## src/rtl/filter_pkg.sv

```systemverilog
// Shared filter codes for the image-filter pipeline, plus the legality check
// used wherever a filter request is accepted.
package filter_pkg;

  localparam int FILTER_W = 4;

  typedef enum logic [FILTER_W-1:0] {
    NONE      = 4'd0,
    ASCII     = 4'd2,
    POSTERIZE = 4'd3,
    MOSAIC    = 4'd4,
    INVERT    = 4'd5,
    FISHEYE   = 4'd6,
    MIRROR    = 4'd7,
    KALEIDO   = 4'd8
  } filter_code_t;

  // True for a real filter (ASCII..KALEIDO); NONE is a revert request, not a filter.
  function automatic logic is_legal_filter(input logic [FILTER_W-1:0] code);
    return (code >= ASCII) && (code <= KALEIDO);
  endfunction

endpackage

```

## src/rtl/frame_tick_gen.sv

```systemverilog
// Detects the entry into the vblank line and produces a one-cycle frame tick
// delayed by one clock from the detected edge.
module frame_tick_gen #(
  parameter int V_ACTIVE = 480
) (
  input  logic       clk,
  input  logic       reset,
  input  logic [9:0] y_pixel,
  output logic       vblank_edge,
  output logic       frame_tick
);

  localparam logic [9:0] VBLANK_LINE = 10'(V_ACTIVE);

  logic [9:0] y_prev_reg;
  logic       prev_valid_reg;
  logic       frame_tick_reg;

  // prev_valid_reg blocks a false edge when y_pixel already sits on the
  // vblank line as reset is released.
  assign vblank_edge = prev_valid_reg && (y_pixel == VBLANK_LINE) &&
                       (y_prev_reg != VBLANK_LINE);
  assign frame_tick  = frame_tick_reg;

  always_ff @(posedge clk or negedge reset) begin
    if (!reset) begin
      y_prev_reg     <= '0;
      prev_valid_reg <= 1'b0;
      frame_tick_reg <= 1'b0;
    end else begin
      y_prev_reg     <= y_pixel;
      prev_valid_reg <= 1'b1;
      frame_tick_reg <= vblank_edge;
    end
  end

endmodule

```

## src/rtl/filter_sel_ctrl.sv

```systemverilog
// Filter-select controller: latches filter requests and commits them only at
// the vblank edge, with an optional frame-count hold before reverting.
module filter_sel_ctrl
  import filter_pkg::*;
#(
  parameter int          V_ACTIVE    = 480,
  parameter int          HOLD_FRAMES = 180,
  parameter logic [3:0]  DEFAULT_SEL = 4'd0
) (
  input  logic       clk,
  input  logic       reset,
  input  logic       event_valid,
  input  logic [3:0] event_flag,
  input  logic [9:0] y_pixel,
  output logic [3:0] filter_sel,
  output logic       sel_pending,
  output logic       frame_tick,
  output logic [7:0] hold_left
);

  typedef enum logic [1:0] {
    IDLE,
    PENDING,
    ACTIVE
  } state_t;

  localparam logic [7:0] HOLD_LOAD = 8'(HOLD_FRAMES);

  state_t     state_reg, state_next;
  logic [3:0] pending_reg, pending_next;
  logic [3:0] sel_reg, sel_next;
  logic [7:0] hold_reg, hold_next;
  logic       vblank_edge;
  logic       event_accept;
  logic [3:0] event_code;

  frame_tick_gen #(
    .V_ACTIVE (V_ACTIVE)
  ) u_frame_tick_gen (
    .clk         (clk),
    .reset       (reset),
    .y_pixel     (y_pixel),
    .vblank_edge (vblank_edge),
    .frame_tick  (frame_tick)
  );

  // NONE is accepted as a request for the pass-through code.
  assign event_accept = event_valid &&
                        (is_legal_filter(event_flag) || (event_flag == NONE));
  assign event_code   = (event_flag == NONE) ? DEFAULT_SEL : event_flag;

  always_ff @(posedge clk or negedge reset) begin
    if (!reset) begin
      state_reg   <= IDLE;
      pending_reg <= '0;
      sel_reg     <= DEFAULT_SEL;
      hold_reg    <= '0;
    end else begin
      state_reg   <= state_next;
      pending_reg <= pending_next;
      sel_reg     <= sel_next;
      hold_reg    <= hold_next;
    end
  end

  always_comb begin
    state_next   = state_reg;
    pending_next = pending_reg;
    sel_next     = sel_reg;
    hold_next    = hold_reg;

    if (vblank_edge) begin
      case (state_reg)
        PENDING: begin
          if (pending_reg != DEFAULT_SEL) begin
            state_next = ACTIVE;
            sel_next   = pending_reg;
            hold_next  = HOLD_LOAD;
          end else begin
            state_next = IDLE;
            sel_next   = DEFAULT_SEL;
            hold_next  = '0;
          end
        end
        ACTIVE: begin
          // A zero hold means the filter never times out.
          if (HOLD_LOAD != 8'd0) begin
            if (hold_reg <= 8'd1) begin
              state_next = IDLE;
              sel_next   = DEFAULT_SEL;
              hold_next  = '0;
            end else begin
              hold_next = hold_reg - 8'd1;
            end
          end
        end
        default: ;
      endcase
    end

    // Applied after the commit so a request coinciding with the edge waits a frame.
    if (event_accept) begin
      pending_next = event_code;
      state_next   = PENDING;
    end
  end

  assign filter_sel  = sel_reg;
  assign sel_pending = (state_reg == PENDING);
  assign hold_left   = hold_reg;

endmodule

```

## config.mk

```make
export PLATFORM = sky130hd
export DESIGN_NAME = filter_sel_ctrl
export DESIGN_NICKNAME = d
export VERILOG_FILES = /design/src/rtl/filter_pkg.sv /design/src/rtl/frame_tick_gen.sv /design/src/rtl/filter_sel_ctrl.sv
export SDC_FILE = /design/constraint.sdc
export NUM_CORES = 1
export LEC_CHECK = 0
export BUFFER_PORTS_ARGS = -buffer_cell sky130_fd_sc_hd__buf_2
export CORE_ASPECT_RATIO = 0.7
export CORE_MARGIN = 2
export CORE_UTILIZATION = 53
export CTS_CLUSTER_SIZE = 8
export DETAILED_ROUTE_END_ITERATION = 12
export GPL_ROUTABILITY_DRIVEN = 0
export MAX_ROUTING_LAYER = met4
export PLACE_DENSITY = 0.87
export SKIP_CTS_REPAIR_TIMING = 1
export SYNTH_ARGS = -nofsm -noshare
export SYNTH_HDL_FRONTEND = slang
export SYNTH_SLANG_ARGS = --single-unit
export TNS_END_PERCENT = 20
```

## constraint.sdc

```tcl
create_clock -name clk -period 2.66 [get_ports clk]
set_input_delay 0.532 -clock clk [delete_from_list [all_inputs] [get_ports clk]]
set_output_delay 0.532 -clock clk [all_outputs]
set_load 0.05 [all_outputs]
```

==> flow_metrics.env, run 1 <==
export IMPL_vias=1182
export IMPL_p_clk_share_pct=39.0
export IMPL_p_per_area_nw_per_um2=534
export IMPL_p_sw_uw=228
export IMPL_insertion_delay_ns=0.28
export IMPL_num_io_pins=31
export IMPL_wl_microns=3130
export IMPL_die_x_microns=68.0
export IMPL_reg2reg_depth=6
export IMPL_leakage_nw=0.870
export IMPL_fillers=225
export IMPL_grt_pass1_wl_microns=5390
export IMPL_clk_pin_slew_ns=0.06
export IMPL_grt_pass1_vias=1227
export IMPL_slew_viol_final=0
export IMPL_p_total_uw=950
export IMPL_largest_register_ffs=10
export IMPL_syn_nets=154
export IMPL_setup_worst_path_start_class="register"
export IMPL_finalWorstSetupSlack_ns=0.581
export IMPL_ys_seq_area_share_pct=49.4
export IMPL_cp_max_fo=9
export IMPL_dieArea_sq_um=3320
export IMPL_cap_violations=0
export IMPL_synth_warnings=0
export IMPL_drt_antenna_violating_nets=0
export IMPL_setup_violations=0
export IMPL_status="complete, no violations"
export IMPL_design_area_sq_um=1780
export IMPL_multi_input_area_sq_um=713
export IMPL_fmax_mhz=481
export IMPL_via_per_inst=5.79
export IMPL_cts_root_buf="clkbuf_8"
export IMPL_end_kind="register"
export IMPL_hold_viol_final=0
export IMPL_finalCritPeriodShare_pct=78.2
export IMPL_wire_per_inst_microns=15.3
export IMPL_grt_overflow_total=0
export IMPL_port_buffers=30
export IMPL_hold_ws_ns=0.275
export IMPL_final_cell_mix="dfrtp_1 (30), buf_2 (30), nand2_1 (9), nor2b_1 (8), o31ai_1 (8)"
export IMPL_area_growth_pct=16.9
export IMPL_synth_edf_count=0
export IMPL_die_h_microns=48.8
export IMPL_initial_utilization_pct=55.0
export IMPL_core_area_sq_um=2760
export IMPL_grt_max_degree=31
export IMPL_rsz0062_at_grt="false"
export IMPL_core_rowCount=16
export IMPL_synth_ff_type="dfrtp_1"
export IMPL_totalNegativeSetupSlack_ns=0
export IMPL_drcViolationCount=0
export IMPL_antenna_found_initial=0
export IMPL_avgSynthCellArea_sq_um=11.4
export IMPL_required_ns=2.83
export IMPL_slew_headroom_pct=56.7
export IMPL_drive_gt1_share_pct=33.3
export IMPL_path_class="reg2reg"
export IMPL_diodes=0
export IMPL_synth_cell_types=45
export IMPL_cts_buffer_depth=2
export IMPL_worstMarginPinSlew_ns=0.640
export IMPL_dp_hpwl_microns=2340
export IMPL_fin_crit_ns=2.08
export IMPL_synth_area_sq_um=1520
export IMPL_cts_tree="built"
export IMPL_switching_share_pct=24.0
export IMPL_p_seq_share_pct=52.0
export IMPL_placed_area_sq_um=1690
export IMPL_firstDrtPassIters=4
export IMPL_dr_first_iter_drc_count=93
export IMPL_ys_ff_latch=30
export IMPL_synthCells=133
export IMPL_place_ws_ns=0.565
export IMPL_synthArstFlopShare_pct=100
export IMPL_grt_usage_pct=23.0
export IMPL_h_tree_depth=2
export IMPL_clkSinkCount=30
export IMPL_fin_skew_ns=0.00411
export IMPL_p_comb_share_pct=9.0
export IMPL_layout_area_seq_sq_um=751
export IMPL_internal_power_uw=722
export IMPL_numCtsBuffers=5
export IMPL_hp_class="in2async"
export IMPL_worst_ep_arrival_time_ns=2.25
export IMPL_final_nets=188
export IMPL_vdd_drop_max_v=0.000400
[critical path: stages (launching register included)]
cell      delay, ns
dfrtp_1        0.34
inv_1          0.06
ha_1           0.29
and4bb_2       0.30
nand4_2        0.23
or2_0          0.40
o31a_1         0.34
[stage by stage]
step / util [%] / instances
6_report: 64.3 / 204
2_1_floorplan: - / 133
5_1_grt: 64.3 / 204
3_3_place_gp: 61.0 / 196
4_1_cts: 64.3 / 204
3_5_place_dp: 61.0 / 196
[cells in the mapped netlist (2+ instances only)]
cell type	count	area (sq um)
nor2_1	6	22.5
nand2_1	9	33.8
or2_2	2	12.5
o21ai_0	7	35.0
mux2_2	6	67.6
ha_1	4	50.1
o31ai_1	8	60.1
dfrtp_1	30	751
o21a_1	2	15.0
nor2b_1	8	50.1
buf_6	2	22.5
a311oi_1	2	17.5
inv_1	7	26.3
nor4_1	3	18.8
or3_1	3	18.8
nor3_1	2	10.0
and4bb_2	2	25.0
nor3_2	2	20.0
o31a_1	2	17.5
[power groups by stage]
stage	sequential, mW	combinational, mW	clock (mW)
after floorplan	0.506	0.0408	0
after global placement	0.499	0.0831	0
after detailed placement	0.502	0.0865	0
after CTS	0.494	0.0866	0.381
after global routing	0.497	0.0976	0.401
final	0.494	0.0857	0.370
[cells by family after synthesis]
family	Yosys count	share of synthesized area, %
buffers and inverters	10	3.70
multiplexers	7	5.10
flip-flops	30	49.4
AO/OA/AOI/OAI	34	17.0
AND/OR/NAND/NOR	47	21.2
adder cells (fa/ha/maj)	4	3.29
other	1	0.247
[area by class of cell]
type / instances / share of cell area (%)
Clock buffer: 7 / 4.86
Clock inverter: 1 / 0.282
Inverter: 7 / 1.48
Multi-Input combinational cell: 93 / 40.1
Sequential cell: 30 / 42.3
Tap cell: 36 / 2.54
Timing Repair Buffer: 30 / 8.45
[per-layer routing]
metal  part of all wire (%)  GRT usage (%)  up-vias  routed length [microns]
met5                      0              -        -                        0
met4                    2.8           15.0        0                       88
met2                     43           31.9       50                     1350
met3                    8.3           6.00       10                      260
met1                     46           29.5      558                     1430
li1                       -              -      564                        -
[final timing paths]
check	from	end	slack, ns
min	reset	hold_left[7]$_DFFE_PN0P_	0.28
max	state_reg[0]$_DFFE_PN0P_	hold_left[4]$_DFFE_PN0P_	0.58
max reg2reg	state_reg[0]$_DFFE_PN0P_	hold_left[4]$_DFFE_PN0P_	0.58
min in group clk	y_pixel[7]	u_frame_tick_gen.y_prev_reg[7]$_DFF_PN0_	0.36
min reg2reg	filter_sel[2]$_DFFE_PN0P_	filter_sel[2]$_DFFE_PN0P_	0.51
max in group asynchronous	reset	u_frame_tick_gen.frame_tick$_DFF_PN0_	1.96
(Power assumes the default switching activity.)
==> run 2, diff against run 1 <==
--- a/config.mk
+++ b/config.mk
@@ -8,12 +8,12 @@
 export BUFFER_PORTS_ARGS = -buffer_cell sky130_fd_sc_hd__buf_2
 export CORE_ASPECT_RATIO = 0.7
 export CORE_MARGIN = 2
-export CORE_UTILIZATION = 53
+export CORE_UTILIZATION = 48
 export CTS_CLUSTER_SIZE = 8
 export DETAILED_ROUTE_END_ITERATION = 12
 export GPL_ROUTABILITY_DRIVEN = 0
 export MAX_ROUTING_LAYER = met4
-export PLACE_DENSITY = 0.87
+export PLACE_DENSITY = 0.84
 export SKIP_CTS_REPAIR_TIMING = 1
 export SYNTH_ARGS = -nofsm -noshare
 export SYNTH_HDL_FRONTEND = slang
==> constraint.sdc (replaced) <==
create_clock -name clk -period 1.7 [get_ports clk]
set_input_delay 0.34 -clock clk [delete_from_list [all_inputs] [get_ports clk]]
set_output_delay 0.34 -clock clk [all_outputs]
set_load 0.05 [all_outputs]
==> run 2 against run 1 <==
  * The flow now finishes with violations (negative setup slack)
  * Largest power group unchanged
  * Highest routed layer unchanged
  * Flip-flop and latch count stayed put
  * Wire length up 19%
  * Fmax up 17%
  * Sequential share of layout area decreased by 5.8 points
==> flow_metrics.env, run 2 (synthesis results as in run 1) <==
export IMPL_status="complete, but fails checks"
export IMPL_violations="negative setup slack"
export IMPL_r2r_end="filter_sel[2]$_DFFE_PN0P_"
export IMPL_cts_root_buf="clkbuf_8"
export IMPL_hp_class="in2async"
export IMPL_p_total_mw=1.51
export IMPL_slew_viol_final=0
export IMPL_initial_utilization_pct=49.3
export IMPL_grt_usage_pct=22.9
export IMPL_grt_overflow_total=0
export IMPL_cap_violations=0
export IMPL_antenna_found_initial=0
export IMPL_design_area_sq_um=2080
export IMPL_diodes=0
export IMPL_place_ws_ns=-0.215
export IMPL_reg2reg_depth=8
export IMPL_finalWorstSetupSlack_ns=-0.0778
export IMPL_finalCritPeriodShare_pct=105
export IMPL_setup_violations=10
export IMPL_largest_register_ffs=10
export IMPL_worstMarginPinSlew_ns=0.652
export IMPL_path_class="reg2reg"
export IMPL_utilization_pct=67.4
export IMPL_vdd_drop_max_v=0.000541
export IMPL_die_h_microns=51.1
export IMPL_hold_viol_final=0
export IMPL_layout_cells_non_filler=230
export IMPL_num_io_pins=31
export IMPL_slew_headroom_pct=56.5
export IMPL_rsz0062_at_grt="true"
export IMPL_fin_crit_ns=1.78
export IMPL_p_per_area_nw_per_um2=728
export IMPL_port_buffers=30
export IMPL_final_cell_mix="buf_2 (29), dfrtp_1 (24), buf_4 (22), nand2_1 (9), nor2b_1 (7)"
export IMPL_setup_worst_path_start_class="register"
export IMPL_layout_commonest_cell="buf_2"
export IMPL_via_per_inst=5.61
export IMPL_cp_max_fo=5
export IMPL_h_tree_depth=2
export IMPL_grt_pass1_vias=1378
export IMPL_dp_cells=221
export IMPL_placed_area_sq_um=1910
export IMPL_cts_buffer_depth=2
export IMPL_drt_antenna_violating_nets=0
export IMPL_clkSinkCount=30
export IMPL_wire_per_inst_microns=16.3
export IMPL_leakage_nw=1.00
export IMPL_reg2reg_slack_ns=-0.08
export IMPL_dr_first_iter_drc_count=61
export IMPL_hold_ws_ns=0.0860
export IMPL_final_nets=212
export IMPL_totalNegativeSetupSlack_ns=-0.440
export IMPL_vias=1291
export IMPL_dieArea_sq_um=3640
export IMPL_drive_gt1_share_pct=52.1
export IMPL_clk_pin_slew_ns=0.06
export IMPL_area_growth_pct=36.7
export IMPL_cts_tree="built"
export IMPL_wl_microns=3740
export IMPL_fin_skew_ns=0.00523
export IMPL_fmax_mhz=562
export IMPL_core_rowCount=17
export IMPL_die_x_microns=71.3
export IMPL_dp_hpwl_microns=2860
export IMPL_grt_max_degree=31
export IMPL_worst_ep_arrival_time_ns=1.94
export IMPL_core_area_sq_um=3080
export IMPL_numCtsBuffers=5
export IMPL_required_ns=1.87
export IMPL_insertion_delay_ns=0.28
export IMPL_drcViolationCount=0
export IMPL_reg2reg_from="state_reg[1]$_DFFE_PN0P_"
export IMPL_firstDrtPassIters=4
export IMPL_fillers=241
export IMPL_grt_pass1_wl_microns=6190
export IMPL_end_kind="register"
-- run 2: cell count changes in the layout (fill, tap and decap cells not counted), sizes merged --
cell	previous run	this run
buf	30	54
-- run 2: final cells by class --
type	count	area [sq um]	share of cell area, %
multi-input cells	93	811	39.0
flip-flops and latches	30	758	36.5
repair buffers	54	344	16.6
clock buffers	7	86.3	4.15
well taps	38	47.5	2.29
inverters	7	26.3	1.26
clock inverters	1	5.00	0.241
-- run 2: how the worst max path moves through the flow --
stage | slack, ns | start | end | cells after the start
floorplan | -0.15 | hold_left[0]$_DFFE_PN0P_ | hold_left[6]$_DFFE_PN0P_ | 5
global placement | -0.14 | state_reg[0]$_DFFE_PN0P_ | hold_left[5]$_DFFE_PN0P_ | 6
detailed placement | -0.21 | state_reg[0]$_DFFE_PN0P_ | hold_left[5]$_DFFE_PN0P_ | 6
CTS | -0.23 | state_reg[0]$_DFFE_PN0P_ | hold_left[5]$_DFFE_PN0P_ | 6
global route | -0.15 | hold_left[0]$_DFFE_PN0P_ | hold_left[6]$_DFFE_PN0P_ | 5
finish | -0.08 | state_reg[1]$_DFFE_PN0P_ | filter_sel[2]$_DFFE_PN0P_ | 8
-- run 2: worst max-delay path: stages (launching register included) --
cell and delay [ns]:
dfrtp_1 0.43, buf_6 0.14, inv_1 0.04, ha_2 0.17
nor2b_4 0.13, a41oi_2 0.05, nor3b_4 0.22, buf_6 0.15
mux2_2 0.33
-- run 2: per-layer routing --
| layer | vias up | part of all wire [%] | GRT usage [%] |
|---|---|---|---|
| met5 | - | 0 | - |
| met1 | 624 | 43 | 26.8 |
| met2 | 51 | 50 | 38.0 |
| li1 | 609 | - | - |
| met4 | 0 | 1.4 | 8.49 |
| met3 | 7 | 6.4 | 6.71 |
-- run 2: where the power goes --
| group | leakage (nW) | switching (mW) | internal, mW | total [mW] |
|---|---|---|---|---|
| sequential | 0.367 | 0.0256 | 0.748 | 0.773 |
| clock | 0.0482 | 0.254 | 0.326 | 0.579 |
| combinational | 0.589 | 0.0877 | 0.0721 | 0.160 |
| total | 1.00 | 0.367 | 1.15 | 1.51 |
